[src/rtl/pwm_arb_pkg.sv]
`default_nettype none
// +----------------------------------------------------------------------------+
// | pwm_arb_pkg : shared types, widths and register map for the PWM arbiter    |
// | Rev 1.0                                                                    |
// +----------------------------------------------------------------------------+
package pwm_arb_pkg;

  localparam int ADDR_W = 6;
  localparam int DATA_W = 8;

  typedef enum logic [1:0] {
    ST_IDLE  = 2'd0,
    ST_ISSUE = 2'd1,
    ST_RESP  = 2'd2
  } arb_state_e;

  localparam logic [ADDR_W-1:0] REG_PERIOD_L  = 6'h00;
  localparam logic [ADDR_W-1:0] REG_PERIOD_H  = 6'h01;
  localparam logic [ADDR_W-1:0] REG_EN        = 6'h02;
  localparam logic [ADDR_W-1:0] REG_CMP1_L    = 6'h03;
  localparam logic [ADDR_W-1:0] REG_CMP1_H    = 6'h04;
  localparam logic [ADDR_W-1:0] REG_CMP2_L    = 6'h05;
  localparam logic [ADDR_W-1:0] REG_CMP2_H    = 6'h06;
  localparam logic [ADDR_W-1:0] REG_CNT_RST   = 6'h07;
  localparam logic [ADDR_W-1:0] REG_CNT_L     = 6'h08;
  localparam logic [ADDR_W-1:0] REG_CNT_H     = 6'h09;
  localparam logic [ADDR_W-1:0] REG_PRESCALE  = 6'h0A;
  localparam logic [ADDR_W-1:0] REG_UPDOWN    = 6'h0B;
  localparam logic [ADDR_W-1:0] REG_PWM_EN    = 6'h0C;
  localparam logic [ADDR_W-1:0] REG_FUNCTIONS = 6'h0D;

  function automatic logic reg_is_mapped(input logic [ADDR_W-1:0] a);
    return a <= REG_FUNCTIONS;
  endfunction

  function automatic logic reg_is_ro(input logic [ADDR_W-1:0] a);
    return (a == REG_CNT_L) || (a == REG_CNT_H);
  endfunction

endpackage
`default_nettype wire

[src/rtl/pwm_regs_arbiter_if.sv]
`default_nettype none
// +----------------------------------------------------------------------------+
// | pwm_regs_arbiter_if : one requester port of the PWM register arbiter       |
// | Rev 1.0                                                                    |
// +----------------------------------------------------------------------------+
interface pwm_regs_arbiter_if;
  import pwm_arb_pkg::*;

  logic              valid;
  logic              write;
  logic [ADDR_W-1:0] addr;
  logic [DATA_W-1:0] wdata;
  logic              lock;
  logic              ack;
  logic [DATA_W-1:0] rdata;

  modport master (output valid, write, addr, wdata, lock, input ack, rdata);
  modport slave  (input valid, write, addr, wdata, lock, output ack, rdata);
endinterface
`default_nettype wire

[src/rtl/pwm_arb_rr_pick.sv]
`default_nettype none
// +----------------------------------------------------------------------------+
// | pwm_arb_rr_pick : 2-way grant picker, fixed priority or round-robin        |
// | Rev 1.0                                                                    |
// +----------------------------------------------------------------------------+
module pwm_arb_rr_pick (
  input  wire logic [1:0] valid_i,
  input  wire logic [1:0] eligible_i,
  input  wire logic       ptr_i,
  input  wire logic       mode_i,
  output logic            grant_o,
  output logic            gnt_id_o
);
  logic [1:0] w_req;

  assign w_req   = valid_i & eligible_i;
  assign grant_o = |w_req;

  // ptr_i names the master preferred on a tie; fixed mode always prefers req0
  always_comb begin
    gnt_id_o = 1'b0;
    if (w_req == 2'b11) gnt_id_o = mode_i ? ptr_i : 1'b0;
    else                gnt_id_o = w_req[1];
  end
endmodule
`default_nettype wire

[src/rtl/pwm_regs_arbiter.sv]
`default_nettype none
// +----------------------------------------------------------------------------+
// | pwm_regs_arbiter : two-master arbiter for the PWM register-file bus        |
// | Optional lock timeout: define PWM_ARB_LOCK_TIMEOUT_EN.  Rev 1.0            |
// +----------------------------------------------------------------------------+
module pwm_regs_arbiter
  import pwm_arb_pkg::*;
#(
  parameter int ARB_MODE     = 1,
  parameter int LOCK_TIMEOUT = 64
) (
  input  wire logic              clk,
  input  wire logic              rst,
  pwm_regs_arbiter_if.slave      req0_if,
  pwm_regs_arbiter_if.slave      req1_if,
  output logic                   read_o,
  output logic                   write_o,
  output logic [ADDR_W-1:0]      addr_o,
  output logic [DATA_W-1:0]      data_write_o,
  input  wire logic [DATA_W-1:0] data_read_i,
  output logic                   owner_o,
  output logic                   busy_o,
  output logic                   lock_timeout_o
);
  if (LOCK_TIMEOUT < 1) begin : g_bad_timeout
    $error("LOCK_TIMEOUT must be at least 1");
  end

  arb_state_e        state_q;
  logic              read_q, write_q;
  logic [ADDR_W-1:0] addr_q;
  logic [DATA_W-1:0] data_write_q;
  logic              owner_q, ptr_q, lock_q;
  logic              lat_write_q, lat_lock_q;

  logic [1:0]        w_valid, w_elig;
  logic              w_grant, w_gnt_id, w_resp, w_to_fire;
  logic              w_sel_write, w_sel_lock;
  logic [ADDR_W-1:0] w_sel_addr;
  logic [DATA_W-1:0] w_sel_wdata;

  assign w_valid = {req1_if.valid, req0_if.valid};
  assign w_elig  = lock_q ? (owner_q ? 2'b10 : 2'b01) : 2'b11;

  pwm_arb_rr_pick u_pick (
    .valid_i    (w_valid),
    .eligible_i (w_elig),
    .ptr_i      (ptr_q),
    .mode_i     (ARB_MODE != 0),
    .grant_o    (w_grant),
    .gnt_id_o   (w_gnt_id)
  );

  assign w_sel_write = w_gnt_id ? req1_if.write : req0_if.write;
  assign w_sel_lock  = w_gnt_id ? req1_if.lock  : req0_if.lock;
  assign w_sel_addr  = w_gnt_id ? req1_if.addr  : req0_if.addr;
  assign w_sel_wdata = w_gnt_id ? req1_if.wdata : req0_if.wdata;

  always_ff @(posedge clk or posedge rst) begin
    if (rst) begin
      state_q      <= ST_IDLE;
      read_q       <= 1'b0;
      write_q      <= 1'b0;
      addr_q       <= '0;
      data_write_q <= '0;
      owner_q      <= 1'b0;
      ptr_q        <= 1'b0;
      lock_q       <= 1'b0;
      lat_write_q  <= 1'b0;
      lat_lock_q   <= 1'b0;
    end else begin
      case (state_q)
        ST_IDLE: begin
          if (w_to_fire) lock_q <= 1'b0;
          // strobes are launched at the grant edge so they appear in ISSUE
          if (w_grant) begin
            state_q      <= ST_ISSUE;
            owner_q      <= w_gnt_id;
            ptr_q        <= ~w_gnt_id;
            addr_q       <= w_sel_addr;
            data_write_q <= w_sel_wdata;
            lat_write_q  <= w_sel_write;
            lat_lock_q   <= w_sel_lock;
            write_q      <= w_sel_write;
            read_q       <= ~w_sel_write;
          end
        end
        ST_ISSUE: begin
          read_q  <= 1'b0;
          write_q <= 1'b0;
          state_q <= ST_RESP;
        end
        ST_RESP: begin
          lock_q  <= lat_lock_q;
          state_q <= ST_IDLE;
        end
        default: state_q <= ST_IDLE;
      endcase
    end
  end

  assign w_resp = (state_q == ST_RESP);

  assign req0_if.ack   = w_resp & ~owner_q;
  assign req1_if.ack   = w_resp &  owner_q;
  assign req0_if.rdata = (w_resp && !owner_q && !lat_write_q) ? data_read_i : '0;
  assign req1_if.rdata = (w_resp &&  owner_q && !lat_write_q) ? data_read_i : '0;

  assign read_o       = read_q;
  assign write_o      = write_q;
  assign addr_o       = addr_q;
  assign data_write_o = data_write_q;
  assign owner_o      = owner_q;
  assign busy_o       = (state_q != ST_IDLE) || lock_q;

`ifdef PWM_ARB_LOCK_TIMEOUT_EN
  localparam int CNT_W = $clog2(LOCK_TIMEOUT + 1);

  logic [CNT_W-1:0] to_cnt_q;
  logic             to_pulse_q;
  logic             w_owner_valid, w_to_run, w_owner_grant;

  assign w_owner_valid = owner_q ? req1_if.valid : req0_if.valid;
  assign w_to_run      = lock_q && (state_q == ST_IDLE) && !w_owner_valid;
  assign w_to_fire     = w_to_run && (to_cnt_q == CNT_W'(LOCK_TIMEOUT - 1));
  assign w_owner_grant = (state_q == ST_IDLE) && w_grant && (w_gnt_id == owner_q);

  always_ff @(posedge clk or posedge rst) begin
    if (rst) begin
      to_cnt_q   <= '0;
      to_pulse_q <= 1'b0;
    end else begin
      to_pulse_q <= w_to_fire;
      if (w_to_fire || w_owner_grant || !lock_q) to_cnt_q <= '0;
      else if (w_to_run)                         to_cnt_q <= to_cnt_q + 1'b1;
    end
  end

  assign lock_timeout_o = to_pulse_q;
`else
  assign w_to_fire      = 1'b0;
  assign lock_timeout_o = 1'b0;
`endif

endmodule
`default_nettype wire
[src/flat_wrapper.sv]
// flat-port wrapper written by rule: the top's interface ports become plain ports
module pwm_regs_arbiter_flat import pwm_arb_pkg::*;
#(
  parameter int ARB_MODE     = 1,
  parameter int LOCK_TIMEOUT = 64
)
  (clk, rst, read_o, write_o, addr_o, data_write_o, data_read_i, owner_o, busy_o, lock_timeout_o, req0_if_valid, req0_if_write, req0_if_addr, req0_if_wdata, req0_if_lock, req0_if_ack, req0_if_rdata, req1_if_valid, req1_if_write, req1_if_addr, req1_if_wdata, req1_if_lock, req1_if_ack, req1_if_rdata);
  pwm_regs_arbiter_if req0_if_i ();
  pwm_regs_arbiter_if req1_if_i ();
  input  wire logic clk;
  input  wire logic rst;
  output logic read_o;
  output logic write_o;
  output logic [ADDR_W-1:0] addr_o;
  output logic [DATA_W-1:0] data_write_o;
  input  wire logic [DATA_W-1:0] data_read_i;
  output logic owner_o;
  output logic busy_o;
  output logic lock_timeout_o;
  input wire logic [$bits(req0_if_i.valid)-1:0] req0_if_valid;
  input wire logic [$bits(req0_if_i.write)-1:0] req0_if_write;
  input wire logic [$bits(req0_if_i.addr)-1:0] req0_if_addr;
  input wire logic [$bits(req0_if_i.wdata)-1:0] req0_if_wdata;
  input wire logic [$bits(req0_if_i.lock)-1:0] req0_if_lock;
  output wire logic [$bits(req0_if_i.ack)-1:0] req0_if_ack;
  output wire logic [$bits(req0_if_i.rdata)-1:0] req0_if_rdata;
  input wire logic [$bits(req1_if_i.valid)-1:0] req1_if_valid;
  input wire logic [$bits(req1_if_i.write)-1:0] req1_if_write;
  input wire logic [$bits(req1_if_i.addr)-1:0] req1_if_addr;
  input wire logic [$bits(req1_if_i.wdata)-1:0] req1_if_wdata;
  input wire logic [$bits(req1_if_i.lock)-1:0] req1_if_lock;
  output wire logic [$bits(req1_if_i.ack)-1:0] req1_if_ack;
  output wire logic [$bits(req1_if_i.rdata)-1:0] req1_if_rdata;
  assign req0_if_i.valid = req0_if_valid;
  assign req0_if_i.write = req0_if_write;
  assign req0_if_i.addr = req0_if_addr;
  assign req0_if_i.wdata = req0_if_wdata;
  assign req0_if_i.lock = req0_if_lock;
  assign req0_if_ack = req0_if_i.ack;
  assign req0_if_rdata = req0_if_i.rdata;
  assign req1_if_i.valid = req1_if_valid;
  assign req1_if_i.write = req1_if_write;
  assign req1_if_i.addr = req1_if_addr;
  assign req1_if_i.wdata = req1_if_wdata;
  assign req1_if_i.lock = req1_if_lock;
  assign req1_if_ack = req1_if_i.ack;
  assign req1_if_rdata = req1_if_i.rdata;
  pwm_regs_arbiter #(.ARB_MODE(ARB_MODE), .LOCK_TIMEOUT(LOCK_TIMEOUT)) u_core (.clk(clk), .rst(rst), .req0_if(req0_if_i), .req1_if(req1_if_i), .read_o(read_o), .write_o(write_o), .addr_o(addr_o), .data_write_o(data_write_o), .data_read_i(data_read_i), .owner_o(owner_o), .busy_o(busy_o), .lock_timeout_o(lock_timeout_o));
endmodule
[config.mk]
export PLATFORM = sky130hd
export DESIGN_NAME = pwm_regs_arbiter_flat
export DESIGN_NICKNAME = d
export VERILOG_FILES = /design/src/rtl/pwm_arb_pkg.sv /design/src/rtl/pwm_regs_arbiter_if.sv /design/src/rtl/pwm_arb_rr_pick.sv /design/src/rtl/pwm_regs_arbiter.sv /design/src/flat_wrapper.sv
export SDC_FILE = /design/constraint.sdc
export NUM_CORES = 1
export LEC_CHECK = 0
export CAP_MARGIN = 5
export CORE_UTILIZATION = 36
export CTS_CLUSTER_DIAMETER = 200
export CTS_CLUSTER_SIZE = 20
export DETAILED_ROUTE_END_ITERATION = 6
export HOLD_SLACK_MARGIN = 0.1
export PLACE_DENSITY = 0.8
export SYNTH_ARGS = -nofsm -noshare
export SYNTH_HDL_FRONTEND = slang
export SYNTH_SLANG_ARGS = --single-unit
[constraint.sdc]
create_clock -name clk -period 2.5 [get_ports clk]
set_clock_uncertainty 0.05 [all_clocks]
set_input_delay 0.5 -clock clk [delete_from_list [all_inputs] [get_ports clk]]
set_output_delay 0.5 -clock clk [all_outputs]
set_load 0.1 [all_outputs]
==> load_flow_metrics.sql, run 1 <==
INSERT INTO impl_metrics (metric_group, metric, value, unit) VALUES
('logic_synthesis', 'synth_seq_area_share', '46.7', '%'),
('logic_synthesis', 'synth.area.top_cells', 'sky130_fd_sc_hd__dfrtp_1, sky130_fd_sc_hd__o21a_1, sky130_fd_sc_hd__and2_1', ''),
('sta', 'finalSetupViolCount', '0', ''),
('logic_synthesis', 'ys_top_cells_by_count', 'sky130_fd_sc_hd__dfrtp_1, sky130_fd_sc_hd__and2_1, sky130_fd_sc_hd__o21a_1, sky130_fd_sc_hd__a221o_1, sky130_fd_sc_hd__a221o_2', ''),
('grt', 'grt_max_degree', '17', ''),
('sta', 'setup_ws', '205', 'ps'),
('layout', 'fillers', '231', ''),
('clock_tree', 'cts.htree.levels', '1', ''),
('logic_synthesis', 'postSynthNetCount', '154', ''),
('min_path', 'hold_class', 'in2async', ''),
('routing', 'number_of_design_rule_violations_left_by_the_first_detailed_router_iteration', '43', ''),
('place', 'gp_congestion', '0.773', ''),
('sta', 'holdWs', '416', 'ps'),
('layout', 'final_util', '71.1', '%'),
('clock_tree', 'cts_root_buffer', 'sky130_fd_sc_hd__clkbuf_4', ''),
('clock_tree', 'clock_sink_count', '23', ''),
('sta', 'period_share', '91.8', '%'),
('sta', 'timing.fmax', '436', 'MHz'),
('layout', 'fraction_of_layout_instances_using_a_drive_strength_above_1', '38.1', '%'),
('logic_synthesis', 'synth-async-reset-ratio', '100', '%'),
('layout', 'syn2layout_area_growth', '81.6', '%'),
('floorplanning', 'floorplan.rows', '20', ''),
('logic_synthesis', 'syn_area_per_cell', '11.2', 'um^2'),
('routing', 'first_pass_iters', '4', ''),
('place', 'place.detailed.hpwl', '3.05', 'mm'),
('critical_path', 'critical_path.cell_chain', 'nor2b_1 > and2_4 > nor2b_2 > and2_2 > buf_12', ''),
('clock_tree', 'ctsLongestPathBuffers', '2', ''),
('critical_path', 'cp_num_buf_inv', '1', ''),
('critical_path', 'timing.critical_path.fanout_max', '8', ''),
('sta', 'timing.final.crit_period', '2290', 'ps'),
('critical_path', 'critical_path.top_delay_family', 'simple AND/OR/NAND/NOR gates', ''),
('routing', 'routed_wl', '3.64', 'mm'),
('floorplanning', 'ios', '81', ''),
('grt', 'grt_remaining_overflow', '0', ''),
('routing', 'drt-wirelength-per-cell', '15.3', 'um'),
('layout', 'design.final.nets', '239', ''),
('critical_path', 'timing.critical_path.to_type', 'output pin', ''),
('floorplanning', 'die_area', '3670', 'um^2'),
('clock_tree', 'cts-buffers-inserted', '3', ''),
('floorplanning', 'initial_utilization', '39.1', '%'),
('logic_synthesis', 'yosysWarningCount', '0', ''),
('logic_synthesis', 'post_synth_instance_area', '1230', 'um^2'),
('routing', 'vias_cell', '5.16', ''),
('logic_synthesis', 'synth_flop_cell', 'sky130_fd_sc_hd__dfrtp_1', ''),
('logic_synthesis', 'synth_most_common_cell', 'sky130_fd_sc_hd__dfrtp_1', ''),
('layout', 'final-instance-count-excl-fill', '238', ''),
('logic_synthesis', 'yosys_top_cell_area_share', '46.7', '%'),
('run', 'max_cap_violations', '0', ''),
('status', 'status', 'finished clean', ''),
('floorplanning', 'core', '3150', 'um^2'),
('logic_synthesis', 'syn-instance-count', '110', ''),
('routing', 'detail-route-antenna-nets', '0', ''),
('clock_tree', 'cts.clk_slew.worst_paths', '120', 'ps'),
('clock_tree', 'worst_skew_pair.late_latency', '300', 'ps'),
('critical_path', 'worst-endpoint-required', '1950', 'ps'),
('place', 'dp_worst_setup_slack', '140', 'ps'),
('logic_synthesis', 'synthDominantAreaCellType', 'sky130_fd_sc_hd__dfrtp_1', ''),
('floorplanning', 'dieWidth', '60.5', 'um'),
('critical_path', 'critPathArrivalTime', '1740', 'ps'),
('sta', 'report.final.slew_viol_count', '0', ''),
('routing', 'dr_total_vias', '1229', ''),
('clock_tree', 'total_of_hold_buffers_inserted_after_clock_tree_synthesis', '0', ''),
('layout', 'insertedDiodeCount', '0', ''),
('grt', 'grt_pass1_vias', '1225', ''),
('sta', 'rsz0062_at_grt', 'false', ''),
('logic_synthesis', 'synth-edff-count', '0', ''),
('sta', 'timing_hold_violations_final', '0', ''),
('critical_path', 'ws_path_type', 'reg2out', ''),
('logic_synthesis', 'ys_ff_latch', '23', ''),
('critical_path', 'worst_setup_path_start_kind', 'flip-flop', ''),
('place', 'port-buffer-count', '79', ''),
('critical_path', 'cp_slowest_stage_delay', '440', 'ps'),
('floorplanning', 'die_height', '60.5', 'um'),
('grt', 'groute.usage.overall', '21.4', '%'),
('logic_synthesis', 'post_synth_num_cell_types', '31', ''),
('routing', 'remaining_drc_errors', '0', ''),
('place', 'placed_cell_count', '234', ''),
('clock_tree', 'tritoncts', 'done', ''),
('grt', 'antenna_found_initial', '0', ''),
('critical_path', 'critical_path.slowest_cell', 'sky130_fd_sc_hd__dfrtp_1', ''),
('grt', 'global_route_wire_length_before_repair', '5.73', 'mm');
[cell type report]
class	instances	area [um^2]	area share (%)
timing repair buffer	86	953	42.5
tap	44	55.1	2.46
multi-input combinational	77	614	27.4
clock buffer	4	26.3	1.17
inverter	4	15.0	0.670
sequential	23	577	25.7
[layout by cell type (no fill, tap or decap), drive strengths merged]
cell type      instances
buf                   43
nand2                  4
a221o                 15
clkdlybuf4s50         43
clkbuf                 4
and3                   1
a21o                   3
or3                    1
o21ai                  1
a21oi                  1
inv                    4
o21ba                  1
nor3                   2
o41ai                  1
and2                  18
o21a                  16
or3b                   1
conb                   1
dfrtp                 23
nand2b                 2
nor3b                  1
a211oi                 1
nand4                  1
or2                    1
nor2                   2
nor2b                  3
[metal layers]
layer  share of wire, %  vias to the layer above  GRT usage, %
li1                   -                      574             -
met5                  0                        -             0
met1                 40                      574          25.1
met2                 49                       77          39.2
met3                9.4                        4          4.26
met4               0.88                        0          6.49
[sequential cells by signal (all words and copies together) (netlist names)]
signal               cells
u_core.lat_lock_q        1
u_core.owner_o           1
u_core.write_o           1
u_core.ptr_q             1
u_core.lock_q            1
u_core.lat_write_q       1
u_core.data_write_o      8
u_core.read_o            1
u_core.addr_o            6
u_core.state_q           2
[per-stage QoR]
stage	instance area, um^2	setup TNS, ps
2_1_floorplan	1250	-69.0
3_3_place_gp	2210	0
3_5_place_dp	2210	0
4_1_cts	2230	0
5_1_grt	2240	0
6_report	2240	0
[worst register-to-register path: stages, from the launching register on]
cell                       delay, ps
sky130_fd_sc_hd__dfrtp_2         470
sky130_fd_sc_hd__nand2b_1        210
sky130_fd_sc_hd__a21oi_2         350
sky130_fd_sc_hd__nor3_4           40
sky130_fd_sc_hd__buf_4           200
sky130_fd_sc_hd__a221o_2         400
[timing repair]
action                     CTS  global route
resized for setup            0             2
buffers inserted             0             0
setup endpoints to repair    0            16
[cells by family after synthesis]
| group | count (synthesis) | share of synthesized area [%] |
|---|---|---|
| flops | 23 | 46.7 |
| simple gates | 37 | 19.3 |
| buf+inv | 10 | 5.17 |
| compound gates | 39 | 28.6 |
| other cells | 1 | 0.304 |
[final timing paths]
kind / start / endpoint / slack (ps) / cells after the start
max reg2reg: u_core.owner_o / u_core.addr_o[1] / 690 / 5
min reg2reg: u_core.ptr_q / u_core.ptr_q / 440 / 1
min: rst / u_core.data_write_o[7] / 420 / 2
max: u_core.state_q[1] / req1_if_rdata[5] / 210 / 5
max in group asynchronous: rst / u_core.owner_o / 1510 / 3
min in group clk: u_core.ptr_q / u_core.ptr_q / 440 / 1
Power of run 1 is not shown: default switching activity piles up to over one toggle a cycle in this logic, so the estimate is an artifact.
==> run 2, diff against run 1 <==
--- a/config.mk
+++ b/config.mk
@@ -8,7 +8,7 @@
 export CAP_MARGIN = 5
 export CORE_UTILIZATION = 36
 export CTS_CLUSTER_DIAMETER = 200
-export CTS_CLUSTER_SIZE = 20
+export CTS_CLUSTER_SIZE = 8
 export DETAILED_ROUTE_END_ITERATION = 6
 export HOLD_SLACK_MARGIN = 0.1
 export PLACE_DENSITY = 0.8
==> results of run 2 <==
The final DEF is identical to that of run 1; final timing and power are the same.
Power of run 2 is left out for the same reason.
